## src/rtl/cdb_arbiter.sv

```systemverilog
// Round-robin arbiter that funnels ALU and LSU results, each buffered in its own
// small FIFO, onto one registered common-data-bus broadcast port.
module cdb_arbiter #(
  parameter int ROB_ID_W  = 6,
  parameter int DATA_W    = 32,
  parameter int ADDR_W    = 32,
  parameter int BUF_DEPTH = 2
) (
  input  logic                clk_in,
  input  logic                rst_in,
  input  logic                rdy_in,
  input  logic                rollback_flag,
  input  logic                alu_valid_in,
  output logic                alu_ready_out,
  input  logic [ROB_ID_W-1:0] alu_rob_id_in,
  input  logic [DATA_W-1:0]   alu_result_in,
  input  logic [ADDR_W-1:0]   alu_target_pos_in,
  input  logic                alu_jump_flag_in,
  input  logic                lsu_valid_in,
  output logic                lsu_ready_out,
  input  logic [ROB_ID_W-1:0] lsu_rob_id_in,
  input  logic [DATA_W-1:0]   lsu_result_in,
  output logic                cdb_enable_out,
  output logic [ROB_ID_W-1:0] cdb_rob_id_out,
  output logic [DATA_W-1:0]   cdb_result_out,
  output logic [ADDR_W-1:0]   cdb_target_pos_out,
  output logic                cdb_jump_flag_out,
  output logic                cdb_src_out,
  output logic [15:0]         dbg_conflict_count
);
  localparam int PTR_W = (BUF_DEPTH > 1) ? $clog2(BUF_DEPTH) : 1;
  localparam int CNT_W = $clog2(BUF_DEPTH) + 1;
  localparam int ENT_W = ROB_ID_W + DATA_W + ADDR_W + 1;
  localparam logic [CNT_W-1:0] DEPTH_C = CNT_W'(BUF_DEPTH);

  // Index 0 is the ALU source, index 1 the LSU source (matches cdb_src_out).
  logic [1:0]       in_valid, ready, push, pop, nonempty;
  logic [ENT_W-1:0] in_entry   [2];
  logic [ENT_W-1:0] head_entry [2];

  assign in_valid    = {lsu_valid_in, alu_valid_in};
  assign in_entry[0] = {alu_rob_id_in, alu_result_in, alu_target_pos_in, alu_jump_flag_in};
  assign in_entry[1] = {lsu_rob_id_in, lsu_result_in, {ADDR_W{1'b0}}, 1'b0};

  genvar gi;
  generate
    for (gi = 0; gi < 2; gi++) begin : g_fifo
      logic [ENT_W-1:0] mem_q [BUF_DEPTH];
      logic [PTR_W-1:0] rd_ptr_q, rd_ptr_d, wr_ptr_q, wr_ptr_d;
      logic [CNT_W-1:0] cnt_q, cnt_d;

      assign ready[gi]      = rdy_in && !rollback_flag && (cnt_q < DEPTH_C);
      // A rob id of 0 completes the handshake but is never stored.
      assign push[gi]       = in_valid[gi] && ready[gi] &&
                              (in_entry[gi][ENT_W-1 -: ROB_ID_W] != '0);
      assign nonempty[gi]   = (cnt_q != '0);
      assign head_entry[gi] = mem_q[rd_ptr_q];

      always_comb begin
        rd_ptr_d = rd_ptr_q;
        wr_ptr_d = wr_ptr_q;
        cnt_d    = cnt_q;
        if (rollback_flag) begin
          rd_ptr_d = '0;
          wr_ptr_d = '0;
          cnt_d    = '0;
        end else if (rdy_in) begin
          if (push[gi]) wr_ptr_d = wr_ptr_q + PTR_W'(1);
          if (pop[gi])  rd_ptr_d = rd_ptr_q + PTR_W'(1);
          case ({push[gi], pop[gi]})
            2'b10:   cnt_d = cnt_q + CNT_W'(1);
            2'b01:   cnt_d = cnt_q - CNT_W'(1);
            default: cnt_d = cnt_q;
          endcase
        end
      end

      always_ff @(posedge clk_in) begin
        if (rst_in) begin
          rd_ptr_q <= '0;
          wr_ptr_q <= '0;
          cnt_q    <= '0;
        end else begin
          rd_ptr_q <= rd_ptr_d;
          wr_ptr_q <= wr_ptr_d;
          cnt_q    <= cnt_d;
        end
      end

      always_ff @(posedge clk_in) begin
        if (push[gi]) mem_q[wr_ptr_q] <= in_entry[gi];
      end
    end
  endgenerate

  logic                grant_valid, grant_src;
  logic                last_grant_q, last_grant_d;
  logic                cdb_en_q, cdb_en_d, cdb_jmp_q, cdb_jmp_d, cdb_src_q, cdb_src_d;
  logic [ROB_ID_W-1:0] cdb_rob_q, cdb_rob_d;
  logic [DATA_W-1:0]   cdb_res_q, cdb_res_d;
  logic [ADDR_W-1:0]   cdb_tgt_q, cdb_tgt_d;
  logic [15:0]         conflict_q, conflict_d;

  // Under contention the source that did not win last time gets the bus.
  assign grant_valid = |nonempty;
  assign grant_src   = nonempty[1] && (!nonempty[0] || !last_grant_q);
  assign pop[0]      = grant_valid && !grant_src;
  assign pop[1]      = grant_valid && grant_src;

  always_comb begin
    last_grant_d = last_grant_q;
    cdb_en_d     = cdb_en_q;
    cdb_rob_d    = cdb_rob_q;
    cdb_res_d    = cdb_res_q;
    cdb_tgt_d    = cdb_tgt_q;
    cdb_jmp_d    = cdb_jmp_q;
    cdb_src_d    = cdb_src_q;
    conflict_d   = conflict_q;
    if (rollback_flag) begin
      cdb_en_d     = 1'b0;
      last_grant_d = 1'b1;
    end else if (rdy_in) begin
      cdb_en_d = grant_valid;
      if (grant_valid) begin
        {cdb_rob_d, cdb_res_d, cdb_tgt_d, cdb_jmp_d} = head_entry[grant_src];
        cdb_src_d    = grant_src;
        last_grant_d = grant_src;
      end
      if (&nonempty) conflict_d = conflict_q + 16'd1;
    end
  end

  always_ff @(posedge clk_in) begin
    if (rst_in) begin
      last_grant_q <= 1'b1;
      cdb_en_q     <= 1'b0;
      cdb_rob_q    <= '0;
      cdb_res_q    <= '0;
      cdb_tgt_q    <= '0;
      cdb_jmp_q    <= 1'b0;
      cdb_src_q    <= 1'b0;
      conflict_q   <= '0;
    end else begin
      last_grant_q <= last_grant_d;
      cdb_en_q     <= cdb_en_d;
      cdb_rob_q    <= cdb_rob_d;
      cdb_res_q    <= cdb_res_d;
      cdb_tgt_q    <= cdb_tgt_d;
      cdb_jmp_q    <= cdb_jmp_d;
      cdb_src_q    <= cdb_src_d;
      conflict_q   <= conflict_d;
    end
  end

  assign alu_ready_out      = ready[0];
  assign lsu_ready_out      = ready[1];
  assign cdb_enable_out     = cdb_en_q;
  assign cdb_rob_id_out     = cdb_rob_q;
  assign cdb_result_out     = cdb_res_q;
  assign cdb_target_pos_out = cdb_tgt_q;
  assign cdb_jump_flag_out  = cdb_jmp_q;
  assign cdb_src_out        = cdb_src_q;
  assign dbg_conflict_count = conflict_q;
endmodule

```

## config.mk

```make
export PLATFORM = sky130hd
export DESIGN_NAME = cdb_arbiter
export DESIGN_NICKNAME = d
export VERILOG_FILES = /design/src/rtl/cdb_arbiter.sv
export SDC_FILE = /design/constraint.sdc
export NUM_CORES = 1
export LEC_CHECK = 0
export CAP_MARGIN = 0
export CORE_ASPECT_RATIO = 0.75
export CORE_MARGIN = 2
export CORE_UTILIZATION = 57
export CTS_BUF_LIST = sky130_fd_sc_hd__clkbuf_8 sky130_fd_sc_hd__clkbuf_16
export CTS_CLUSTER_SIZE = 20
export DETAILED_ROUTE_END_ITERATION = 10
export GPL_TIMING_DRIVEN = 0
export MAX_ROUTING_LAYER = met4
export PLACE_DENSITY = 0.89
export SLEW_MARGIN = 20
export SYNTH_ARGS = -nofsm -noshare
export SYNTH_HDL_FRONTEND = slang
export SYNTH_SLANG_ARGS = --single-unit
```

## constraint.sdc

```tcl
create_clock -name clk_in -period 9.3 [get_ports clk_in]
set_input_delay 1.395 -clock clk_in [delete_from_list [all_inputs] [get_ports clk_in]]
set_output_delay 1.395 -clock clk_in [all_outputs]
set_load 0.03 [all_outputs]
```

[Yosys cells after proc, flatten, opt, wreduce, memory -nomap -nowiden]
Memory sizes are Yosys's and may differ from the RTL's. A register that Yosys moved wholly into a read port is not among the register bits.
Index checks and enable logic that the tools add are counted.
Cells by class
  add/subtract/negate cells: 9
  $lt $le $gt $ge: 3
  eq/ne operators: 4
  muxes and demuxes: 13
  bitwise gates (word level): 2
  reductions and logical operators: 32
Operators with widths (count)
  $mux 71: 3
  $add 16x1->16 const B: 1
  $reduce_and 2->1: 7
  $reduce_bool 6->1: 2
  $logic_and 1x1->1: 10
  $mux 1: 8
  $pmux 2 s2: 2
  $reduce_bool 2->1: 4
  $add 1x1->1 const B: 4
  $add 2x1->2 const B: 2
  $eq 2x1->1 const B: 2
  $eq 2x2->1 const B: 2
  $logic_not 1->1: 4
  $lt 2x2->1 const B: 2
  $reduce_and 4->1: 1
  $reduce_or 2->1: 2
  $sub 2x1->2 const B: 2
  $reduce_and 3->1: 1
  $ge 2x2->1 const B: 1
  $not 1->2: 1
  $logic_or 1x1->1: 1
  $not 1->1: 1
Word-level totals
  register bits: 98
  bits in writable memories: 218
  input bits: 115
  output and inout port bits: 91
  word-level logic and storage cells: 79
  memories kept: 2
Memory list
  g_fifo[0].mem_q: depth 2, width 71, read ports 1, clocked after memory_dff 1, wr ports 1, RTL line 48  | logic [ENT_W-1:0] mem_q [BUF_DEPTH];
  g_fifo[1].mem_q: depth 2, width 38, read ports 1, clocked after memory_dff 1, wr ports 1, RTL line 48

[Longest topological paths before layout]
Gate-level depths: netlist of the first run.
  depth in word-level cells: 9
  depth in mapped cells: 9
  depth with buffers taken out: 8

[Least setup slack after synthesis of the first run]
Ideal clock, no wire load.
  kind: input port to flip-flop
  start point: in rdy_in
  end point: mem g_fifo[0].mem_q[0][0] (netlist bit) (enable)
  setup time: 501 ps
  arrival: 5748 ps
  data required time: 8799 ps
  slack: 3051 ps
  cell stages on the path: 5
  path buffers: 1
  cells stage by stage: buf_2 nor3b_1 o311a_1 inv_1 nor2_1
On the way
  cells in the longest elaborated chain, start to end: 6
Ends and longest elaborated chain
  from (decl): RTL line 11  | input logic rdy_in,
  $logic_and 1x1->1 (2 in series): RTL line 52  | assign ready[gi] = rdy_in && !rollback_flag && (cnt_q < DEPTH_C);
  net alu_ready_out: RTL line 14  | output logic alu_ready_out,
  $logic_and 1x1->1 (2 in series): RTL line 54  | assign push[gi] = in_valid[gi] && ready[gi] &&
  $mux 1: RTL line 91  | if (push[gi]) mem_q[wr_ptr_q] <= in_entry[gi];
  $mux 1 (implied by the code): RTL line 91
  to (decl): RTL line 48
The timed path passes the listed nets, and every way through them passes these cells.

[Worst setup path in the final report of the first run]
  start point: in rollback_flag
  end point: out alu_ready_out
On the way
  cells in the longest elaborated chain, start to end: 3
Ends and longest elaborated chain
  from (decl): RTL line 12  | input logic rollback_flag,
  $logic_not 1->1: RTL line 52
  $logic_and 1x1->1 (2 in series): RTL line 52
  to (decl): RTL line 14
Every way passes these cells.

==> metrics.md, run 1 <==
| Metric | Value |
|---|---|
| Clock Power Share | 0.419 |
| Placed Area | 14,520 um^2 |
| Clock Pin Slew Worst Setup and Hold Paths | 0.06 ns |
| FMAX | 230.7 MHz |
| GPL Wtd Cong | 0.8158 |
| Largest net degree at the start of global routing | 40 |
| GRT Overall Usage | 0.2670 |
| Vias in the first global route | 7,703 |
| CP delay by family, top | buffers and inverters |
| # DRC | 0 |
| Crit path required time | 7.91 ns |
| CP most frequent cell | clkdlybuf4s50_1 |
| Worst path slowest cell | clkdlybuf4s50_1 |
| Total die area | 22,110 um^2 |
| Multi-input logic area | 3179 um^2 |
| Resized Gates After CTS | 0 |
| PD cells | 185.0 nW/um^2 |
| Period Utilization, post-route | 0.4661 |
| Slew Limit Headroom | 0.4419 |
| CP max stage delay | 0.73 ns |
| Number of CTS-inserted buffers | 29 |
| Cell count after synthesis | 771 |
| Internal power | 2.300 mW |
| Flops & latches, synth | 318 |
| Die Y-Extent | 129.3 um |
| TritonCTS Sinks | 318 |
| Cells along the critical path | clkdlybuf4s50_1 -> nor3b_1 -> clkdlybuf4s50_1 |
| CP Capture Type | output pin |
| Initial DRC Count | 678 |
| H-tree depth | 1 |
| Drt wl/cell | 21.67 um |
| Setup Buffers After CTS | 0 |
| Starting Density | 0.5851 |
| I/O pin total | 206 |
| Area Overhead vs Synth | 29.85% |
| Endpoints failing hold | 0 |
| Hold Path Class | flop to flop |
| Clock Latency Late Sink | 0.53 ns |
| Hold-fix buffers, CTS | 0 |
| Max Slew Vio Count | 0 |
| DP Wirelength | 18.50 mm |
| Sw Pwr | 0.5646 mW |
| Max Cap Viol | 0 |
| Nets | 1,131 |
| Slew @ Worst Pin | 0.8371 ns |
| TNS Setup | 0 ns |
| CP Buf/Inv Count | 2 |
| Core box area | 20,380 um^2 |
| Clk buf depth | 3 |
| CTS tree | yes |
| Final setup vio count | 0 |
| Syn Area/Cell | 15.47 um^2 |
| Post-Route WL | 28.56 mm |
| Critical path origin | rollback_flag |
| Worst EP arrival | 2.94 ns |
| Pre-antenna DRT Iters | 7 |
| Critical-path maximum fanout | 5 |
| Run status | completed |
| Fillers | 1,234 |
| Root buffer cell | clkbuf_16 |
| Clock period minus worst slack | 4.335 ns |
| Share of cells above drive strength 1 | 0.1372 |
| Synth unique cells | 39 |
| Kind of critical path | input port to output pin |
| Row cnt | 45 |
| Sequential power share | 0.536 |
| Critical path launch point type | input port |
| Final instance area | 15,480 um^2 |
| Routed Antenna Nets | 0 |
| Combinational share of power | 0.045 |
| VDD IR max | 0.0001669 V |
| Initial antenna violation count | 1 |
| GR Overflow Total | 0 |
| RSZ-0062 raised after global routing | false |
| Syn Nets | 889 |
| Via count | 7,479 |
| I/O Buffers | 204 |
| Mapped Area | 11,930 um^2 |
| First-pass GRT wire length | 43.20 mm |
| Fin Clk Skew | 0.01079 ns |
| Drt via density | 5.675 |
| RR Startpoint | g_fifo[0].cnt_q[1] |
| Leak Pwr | 5.053 nW |
| Switching share of power | 0.1971 |
| Register area | 8548 um^2 |
| Post-synthesis sequential area ratio | 0.7168 |
| Hold Startpoint | cdb_target_pos_out[3] |
| Warnings from Yosys | 0 |
| Die Width | 171.0 um |
==> cells by family after synthesis <==
group / share of synthesized area
flops: 0.7168
simple gates: 0.06348
mux: 0.1316
compound gates: 0.05435
buf+inv: 0.01815
fa+ha+maj: 0.003148
xor+xnor: 0.01249
==> synthesized netlist by cell type (all sizes together) <==
cell | count | area share
xor2 | 10 | 0.0073
xnor2 | 7 | 0.0051
o21ai | 42 | 0.018
edfxtp | 218 | 0.55
clkbuf | 22 | 0.0069
mux2 | 62 | 0.059
or2 | 3 | 0.0016
o2bb2ai | 11 | 0.0081
nand3 | 5 | 0.0021
buf | 23 | 0.0097
mux2i | 87 | 0.073
nor2 | 47 | 0.015
dfxtp | 100 | 0.17
nor3b | 3 | 0.0019
nand2 | 9 | 0.0028
o211a | 1 | 0.00084
o22ai | 1 | 0.0010
and2 | 2 | 0.0010
and3 | 1 | 0.00052
nand4 | 4 | 0.0021
nor4 | 3 | 0.0016
a211oi | 1 | 0.0010
and4 | 1 | 0.00073
or3 | 2 | 0.0010
nand3b | 38 | 0.024
a22oi | 22 | 0.014
o211ai | 2 | 0.0013
a21oi | 13 | 0.0058
or4 | 7 | 0.0044
o31ai | 5 | 0.0031
o311a | 2 | 0.0017
nand2b | 4 | 0.0023
ha | 3 | 0.0031
inv | 5 | 0.0016
nor2b | 5 | 0.0026
==> registers in the layout, summed over array words and instances (netlist names), named ones only <==
register	flops
last_grant_q	1
g_fifo.mem_q	218
dbg_conflict_count	16
cdb_enable_out	1
g_fifo.wr_ptr_q	2
cdb_result_out	32
cdb_src_out	1
cdb_rob_id_out	6
g_fifo.cnt_q	4
cdb_target_pos_out	32
g_fifo.rd_ptr_q	2
cdb_jump_flag_out	1
==> layer usage <==
metal | vias up | wire length (um) | GRT usage
li1 | 3411 | - | -
met1 | 3681 | 12310 | 0.3620
met2 | 335 | 13680 | 0.4286
met3 | 52 | 1961 | 0.04001
met4 | 0 | 608 | 0.07029
met5 | - | 0 | -
==> power by group through the flow <==
stage | clock network, mW | logic, mW | registers (mW)
floorplan | 0 | 0.0396 | 1.57
global placement | 0 | 0.115 | 1.57
detailed placement | 0 | 0.125 | 1.57
CTS | 1.21 | 0.128 | 1.54
global route | 1.27 | 0.136 | 1.54
finish | 1.20 | 0.128 | 1.54
==> worst register-to-register path: cells and delay by family, from the launching register on <==
kind	cells	cell delay (ns)
and+or+nand+nor	2	0.70
AOI/OAI and AO/OA	1	0.32
DFF	1	0.37
buffers and inverters	4	0.70
==> final cells by class <==
class | count | area share
diodes | 1 | 0.0001616
inverters | 5 | 0.001212
flip-flops and latches | 318 | 0.5520
repair buffers | 211 | 0.1433
multi-input cells | 403 | 0.2053
clock buffers | 32 | 0.04953
well taps | 282 | 0.02279
plain buffers | 45 | 0.01277
clock inverters | 21 | 0.01285
==> cell usage in the layout (no fill, tap or decap), types with 7 or more instances in the layout <==
cell type        Yosys  final
nor2_1              47     45
mux2_2              62     62
inv_1                5     14
xnor2_1              7      7
xor2_1              10     10
clkbuf_1            22     22
o21ai_0             41     41
mux2i_1             87     87
clkbuf_16            0     29
nand3b_1            38     38
o2bb2ai_1           11     11
buf_2               23     23
edfxtp_1           218    218
clkdlybuf4s50_1      0    204
or4_1                7      7
a21oi_1             12     12
dfxtp_1            100    100
nand2_1              9      9
a22oi_1             22     22
==> per-stage QoR <==
step	power [mW]	worst slack (ns)	instances	hold slack [ns]	utilization
floorplan	1.610	3.051	771	0.4725	-
global placement	1.683	1.250	1257	0.4470	0.7026
detailed placement	1.692	4.975	1264	0.4611	0.7122
CTS	2.877	4.967	1317	0.4842	0.7596
global route	2.941	4.854	1318	0.4995	0.7597
finish	2.864	4.965	1318	0.4857	0.7597
==> worst paths after layout <==
check	cells after the start	slack, ns	endpoint
setup / recovery	3	4.96	alu_ready_out
hold / removal	1	0.49	cdb_target_pos_out[3]
setup reg to reg	7	6.92	g_fifo[0].mem_q[0][50]
hold reg to reg	1	0.49	cdb_target_pos_out[3]
Note: power is estimated with default switching activity, not from simulation.
==> inputs of run 2 (changes only) <==
--- a/config.mk
+++ b/config.mk
@@ -8,13 +8,13 @@
 export CAP_MARGIN = 0
 export CORE_ASPECT_RATIO = 0.75
 export CORE_MARGIN = 2
-export CORE_UTILIZATION = 57
+export CORE_UTILIZATION = 48
 export CTS_BUF_LIST = sky130_fd_sc_hd__clkbuf_8 sky130_fd_sc_hd__clkbuf_16
 export CTS_CLUSTER_SIZE = 20
 export DETAILED_ROUTE_END_ITERATION = 10
 export GPL_TIMING_DRIVEN = 0
 export MAX_ROUTING_LAYER = met4
-export PLACE_DENSITY = 0.89
+export PLACE_DENSITY = 0.8
 export SLEW_MARGIN = 20
 export SYNTH_ARGS = -nofsm -noshare
 export SYNTH_HDL_FRONTEND = slang
==> constraint.sdc (replaced) <==
create_clock -name clk_in -period 3.5 [get_ports clk_in]
set_input_delay 0.525 -clock clk_in [delete_from_list [all_inputs] [get_ports clk_in]]
set_output_delay 0.525 -clock clk_in [all_outputs]
set_load 0.03 [all_outputs]
==> run 2 against run 1 <==
Net effect: sequential cell count unchanged; global-route usage decreased by 5.3 points; first-iteration DRC count decreased by 19%; final cell count up 4.1%; non-clock buffer count unchanged; worst setup slack got worse by 4.1 ns; via count decreased by 2.5%; combinational power rose to 2.6 times the previous value; sequential power rose to 2.6 times the previous value; count of clock-buffer cells in the layout stayed put; total power grew to 2.7 times the previous value; largest cell class unchanged.
==> metrics.md, run 2 (same netlist as run 1, synthesis figures left out) <==
| Metric | Value |
|---|---|
| CTS tree | yes |
| Nets | 1,132 |
| Total die area | 26,130 um^2 |
| Share of cells above drive strength 1 | 0.1397 |
| Switching share of power | 0.1979 |
| Hold_ws | 0.3572 ns |
| Core box area | 24,220 um^2 |
| Largest register FFs | 218 |
| Hold Path Stages | 3 |
| Period Utilization, post-route | 0.7482 |
| DP Wirelength | 18.48 mm |
| Worst path slowest cell | clkdlybuf4s50_1 |
| Drt via density | 5.316 |
| Vias in the first global route | 7,413 |
| Starting Density | 0.4924 |
| Pre-antenna DRT Iters | 4 |
| H-tree depth | 1 |
| Critical path launch point type | input port |
| Sw Pwr | 1.520 mW |
| Clock Latency Late Sink | 0.54 ns |
| CP max stage delay | 0.73 ns |
| Critical-path maximum fanout | 5 |
| PD cells | 493.3 nW/um^2 |
| I/O pin total | 206 |
| Initial DRC Count | 546 |
| Endpoints failing hold | 0 |
| RSZ-0062 raised after global routing | false |
| Kind of critical path | input port to output pin |
| Slew Limit Headroom | 0.4012 |
| Routed Antenna Nets | 0 |
| R2R setup slack | 1.10 ns |
| Hold Path Class | input port to flop |
| Setup Buffers After CTS | 0 |
| Post-Route WL | 27.37 mm |
| Number of CTS-inserted buffers | 30 |
| VDD IR max | 0.0003478 V |
| Initial antenna violation count | 3 |
| Max Slew Vio Count | 0 |
| Biggest register | g_fifo.mem_q |
| FMAX | 381.9 MHz |
| Most frequent cells in the layout | edfxtp_1 (218), clkdlybuf4s50_1 (204), dfxtp_1 (100) |
| # DRC | 0 |
| Worst EP arrival | 2.09 ns |
| GRT Overall Usage | 0.2140 |
| Clock period minus worst slack | 2.619 ns |
| First-pass GRT wire length | 41.19 mm |
| TritonCTS Sinks | 318 |
| Drt wl/cell | 19.95 um |
| Crit path required time | 2.97 ns |
| Die Width | 186.0 um |
| Area Overhead vs Synth | 30.64% |
| CP Capture Type | output pin |
| Sequential power share | 0.531 |
| Root buffer cell | clkbuf_16 |
| Hold-fix buffers, CTS | 0 |
| Run status | completed |
| Internal power | 6.164 mW |
| Clock Pin Slew Worst Setup and Hold Paths | 0.06 ns |
| Final setup vio count | 0 |
| CP most frequent cell | clkdlybuf4s50_1 |
| TNS Setup | 0 ns |
| Commonest non-fill, non-tap cell in the layout | edfxtp_1 |
| Row cnt | 49 |
| Max Cap Viol | 0 |
| Cells along the critical path | clkdlybuf4s50_1 -> nor3b_1 -> clkdlybuf4s50_1 |
| Clock Power Share | 0.426 |
| Clk buf depth | 3 |
| GPL Wtd Cong | 0.7816 |
| Slew @ Worst Pin | 0.8982 ns |
| Resized Gates After CTS | 0 |
| Fin Clk Skew | 0.008853 ns |
| GR Overflow Total | 0 |
| I/O Buffers | 204 |
| Combinational share of power | 0.043 |
| Die Y-Extent | 140.5 um |
| Via count | 7,294 |
| Leak Pwr | 5.080 nW |
| Largest net degree at the start of global routing | 44 |
| Worst R2R Path Depth | 9 |
| Fillers | 1,776 |
## run 2: cell count changes in the layout (fill, tap and decap cells not counted)
cell and delta:
buf_12 +1, clkinvlp_4 -1, buf_16 -1, clkinv_1 -1
clkbuf_16 +2, diode_2 +2, clkinv_2 +4, inv_1 +1
clkinv_4 -1, inv_6 +1, clkbuf_8 -2
## run 2: per-layer routing
metal / global-route usage / part of all wire / wire length, um
met5: - / 0 / 0
met2: 0.3291 / 0.46 / 12680
met3: 0.03926 / 0.067 / 1828
met1: 0.2971 / 0.45 / 12280
met4: 0.05139 / 0.022 / 590
## run 2: cell type report
| class | instances | area [um^2] | share of cell area |
|---|---|---|---|
| diodes | 3 | 7.507 | 0.0004819 |
| multi-input cells | 403 | 3179 | 0.2041 |
| repair buffers | 211 | 2212 | 0.1420 |
| clock buffers | 32 | 789.5 | 0.05068 |
| plain buffers | 45 | 197.7 | 0.01269 |
| inverters | 5 | 18.77 | 0.001205 |
| clock inverters | 24 | 211.5 | 0.01357 |
| flip-flops and latches | 318 | 8548 | 0.5487 |
| well taps | 331 | 414.1 | 0.02658 |
## run 2: path summary, 6_finish.rpt
path / to / startpoint
hold reg to reg: cdb_enable_out / cdb_enable_out
hold / removal: cdb_enable_out / rdy_in
setup reg to reg: g_fifo[1].cnt_q[1] / g_fifo[0].cnt_q[1]
setup / recovery: alu_ready_out / rollback_flag
## run 2: power by group through the flow
stage	combinational, mW	sequential (mW)	clock [mW]
after floorplan	0.106	4.17	0
after global placement	0.310	4.16	0
after detailed placement	0.332	4.16	0
after CTS	0.335	4.08	3.31
after global routing	0.357	4.08	3.49
final	0.333	4.08	3.27
## run 2: critical path: cells and delay by family
family	cells	cell delay [ns]
buf+inv	2	1.26
simple gates	1	0.31
## run 2: through the flow
| step | power (mW) | util | worst slack, ns | instance area (um^2) | instances |
|---|---|---|---|---|---|
| detailed placement | 4.493 | 0.6017 | 0.4485 | 14570 | 1313 |
| global route | 7.927 | 0.6433 | 0.8182 | 15580 | 1372 |
| finish | 7.684 | 0.6433 | 0.8813 | 15580 | 1372 |
| floorplan | 4.276 | - | 0.1188 | 11940 | 771 |
| CTS | 7.729 | 0.6430 | 0.8792 | 15570 | 1369 |
| global placement | 4.470 | 0.5943 | -0.4607 | 14390 | 1306 |
==> inputs of run 3 (changes only) <==
--- a/config.mk
+++ b/config.mk
@@ -8,13 +8,13 @@
 export CAP_MARGIN = 0
 export CORE_ASPECT_RATIO = 0.75
 export CORE_MARGIN = 2
-export CORE_UTILIZATION = 48
+export CORE_UTILIZATION = 53
 export CTS_BUF_LIST = sky130_fd_sc_hd__clkbuf_8 sky130_fd_sc_hd__clkbuf_16
 export CTS_CLUSTER_SIZE = 20
 export DETAILED_ROUTE_END_ITERATION = 10
 export GPL_TIMING_DRIVEN = 0
 export MAX_ROUTING_LAYER = met4
-export PLACE_DENSITY = 0.8
+export PLACE_DENSITY = 0.84
 export SLEW_MARGIN = 20
 export SYNTH_ARGS = -nofsm -noshare
 export SYNTH_HDL_FRONTEND = slang
==> constraint.sdc (replaced) <==
create_clock -name clk_in -period 2.5 [get_ports clk_in]
set_input_delay 0.375 -clock clk_in [delete_from_list [all_inputs] [get_ports clk_in]]
set_output_delay 0.375 -clock clk_in [all_outputs]
set_load 0.03 [all_outputs]
==> run 3 against run 2 <==
Net effect: via count is 1.0% lower; critical path type is now flop to flop; sequential power grew 40%; clock power is 38% higher; sequential cell count stayed put; register-to-register slack got worse by 0.90 ns; highest routed layer unchanged; hold slack worse by 0.20 ns.
==> metrics.md, run 3 (same netlist as run 1, synthesis figures left out) <==
| Metric | Value |
|---|---|
| GR Overflow Total | 0 |
| Largest net degree at the start of global routing | 45 |
| Slew Limit Headroom | 0.2934 |
| Pre-antenna DRT Iters | 5 |
| Max Slew Vio Count | 0 |
| Worst R2R Path Depth | 9 |
| GRT met2 Usage | 0.3604 |
| R2R setup slack | 0.20 ns |
| Run status | completed |
| CP Capture Type | flop |
| Hold Path Stages | 3 |
| Number of CTS-inserted buffers | 30 |
| Die Width | 177.2 um |
| Kind of critical path | flop to flop |
| Most frequent cells in the layout | edfxtp_1 (218), clkdlybuf4s50_1 (204), dfxtp_1 (100) |
| Hold-fix buffers, CTS | 0 |
| Power consumption | 10.68 mW |
| GRT Overall Usage | 0.2305 |
| Via count | 7,221 |
| GPL Wtd Cong | 0.7804 |
| Period Utilization, post-route | 0.9194 |
| Row cnt | 47 |
| Endpoints failing hold | 0 |
| Critical path launch point type | flop |
| Resized Gates After CTS | 0 |
| Fin Clk Skew | 0.01121 ns |
| Max Cap Viol | 0 |
| PD cells | 688.9 nW/um^2 |
| Busiest grt layer | met2 |
| Clock Latency Late Sink | 0.55 ns |
| Root buffer cell | clkbuf_16 |
| Biggest register | g_fifo.mem_q |
| TritonCTS Sinks | 318 |
| I/O pin total | 206 |
| Clock period minus worst slack | 2.299 ns |
| VDD IR max | 0.0006819 V |
| Drt wl/cell | 20.20 um |
| Clock Pin Slew Worst Setup and Hold Paths | 0.06 ns |
| Vias in the first global route | 7,459 |
| CTS tree | yes |
| Hold Path Class | input port to flop |
| Share of cells above drive strength 1 | 0.1459 |
| Pre-CTS WS | -0.3014 ns |
| H-tree depth | 1 |
| Critical-path maximum fanout | 10 |
| Initial DRC Count | 538 |
| RR Startpoint | g_fifo[0].cnt_q[1] |
| Final setup vio count | 0 |
| Routed Antenna Nets | 0 |
| Largest register FFs | 218 |
| Total die area | 23,730 um^2 |
| FMAX | 435.1 MHz |
| Nets | 1,129 |
| I/O Buffers | 204 |
| # DRC | 0 |
| Drt via density | 5.425 |
| First-pass GRT wire length | 40.89 mm |
| Met1 global-route usage | 0.3214 |
| RSZ-0062 raised after global routing | false |
| Met3 Usage GRT | 0.04110 |
| Leak Pwr | 5.034 nW |
| Slew @ Worst Pin | 1.060 ns |
| Clk buf depth | 3 |
| Starting Density | 0.5408 |
| DP Wirelength | 18.08 mm |
| Crit path required time | 2.92 ns |
| Hold Startpoint | rdy_in |
| Reg-to-reg endpoint | g_fifo[1].cnt_q[1] |
| Die Y-Extent | 133.9 um |
| Hold Path End | cdb_enable_out |
| Post-Route WL | 26.89 mm |
| Final WS setup | 0.2014 ns |
| Area Overhead vs Synth | 30.04% |
| Initial antenna violation count | 2 |
| Critical path origin | g_fifo[0].cnt_q[1] |
| Core box area | 22,050 um^2 |
| Setup Buffers After CTS | 0 |
| Worst EP arrival | 2.72 ns |
| Commonest non-fill, non-tap cell in the layout | edfxtp_1 |
[run 3: cell types whose count changed in the layout (fill, tap and decap cells not counted), sizes merged]
cell / delta
buf: -2
clkinv: -2
clkinvlp: +5
diode: -1
bufinv: -2
clkbuf: +3
inv: -5
[run 3: layout make-up]
type / instances / area [um^2]
well taps: 294 / 367.9
clock buffers: 36 / 844.6
plain buffers: 44 / 210.2
diodes: 2 / 5.005
fillers: 1454 / 6545
clock inverters: 20 / 160.2
inverters: 5 / 18.77
multi-input cells: 403 / 3196
repair buffers: 209 / 2157
flip-flops and latches: 318 / 8548
[run 3: critical path, cell delays in order (launching register included)]
cell	delay (ns)
dfxtp_1	0.39
or2_2	0.32
buf_2	0.18
a21oi_2	0.30
buf_6	0.23
ha_1	0.25
nor2b_1	0.22
nand2_1	0.10
xor2_1	0.14
nor2_1	0.05
[run 3: how the worst max path moves through the flow]
stage	end	slack, ns
finish	g_fifo[1].cnt_q[1]	0.20
global route	g_fifo[1].cnt_q[1]	0.01
CTS	g_fifo[1].cnt_q[1]	0.02
detailed placement	cdb_result_out[25]	-0.30
global placement	g_fifo[0].mem_q[0][52]	-1.23
floorplan	g_fifo[0].mem_q[0][0]	-0.17
[run 3: per-layer routing]
layer	wire, um	up-vias
met1	12210	3554
met3	1648	40
met5	0	-
met4	495	0
met2	12530	228
li1	-	3399
[run 3: power by group]
group	total (mW)	internal (mW)	leakage, nW	switching [mW]
sequential	5.71	5.69	2.79	0.0205
clock	4.51	2.60	0.502	1.90
combinational	0.464	0.258	1.75	0.206
total	10.7	8.55	5.03	2.13
[run 3: per-stage QoR]
step	instance area [um^2]	util	std cells	hold WS, ns	setup TNS [ns]
after detailed placement	14500	0.6573	1274	0.4573	-33.16
after global routing	15510	0.7032	1331	0.1474	0
after floorplan	11970	-	771	0.4725	-12.30
final	15510	0.7032	1331	0.1538	0
after global placement	14380	0.6520	1269	0.4469	-184.94
after CTS	15500	0.7029	1330	0.1283	0
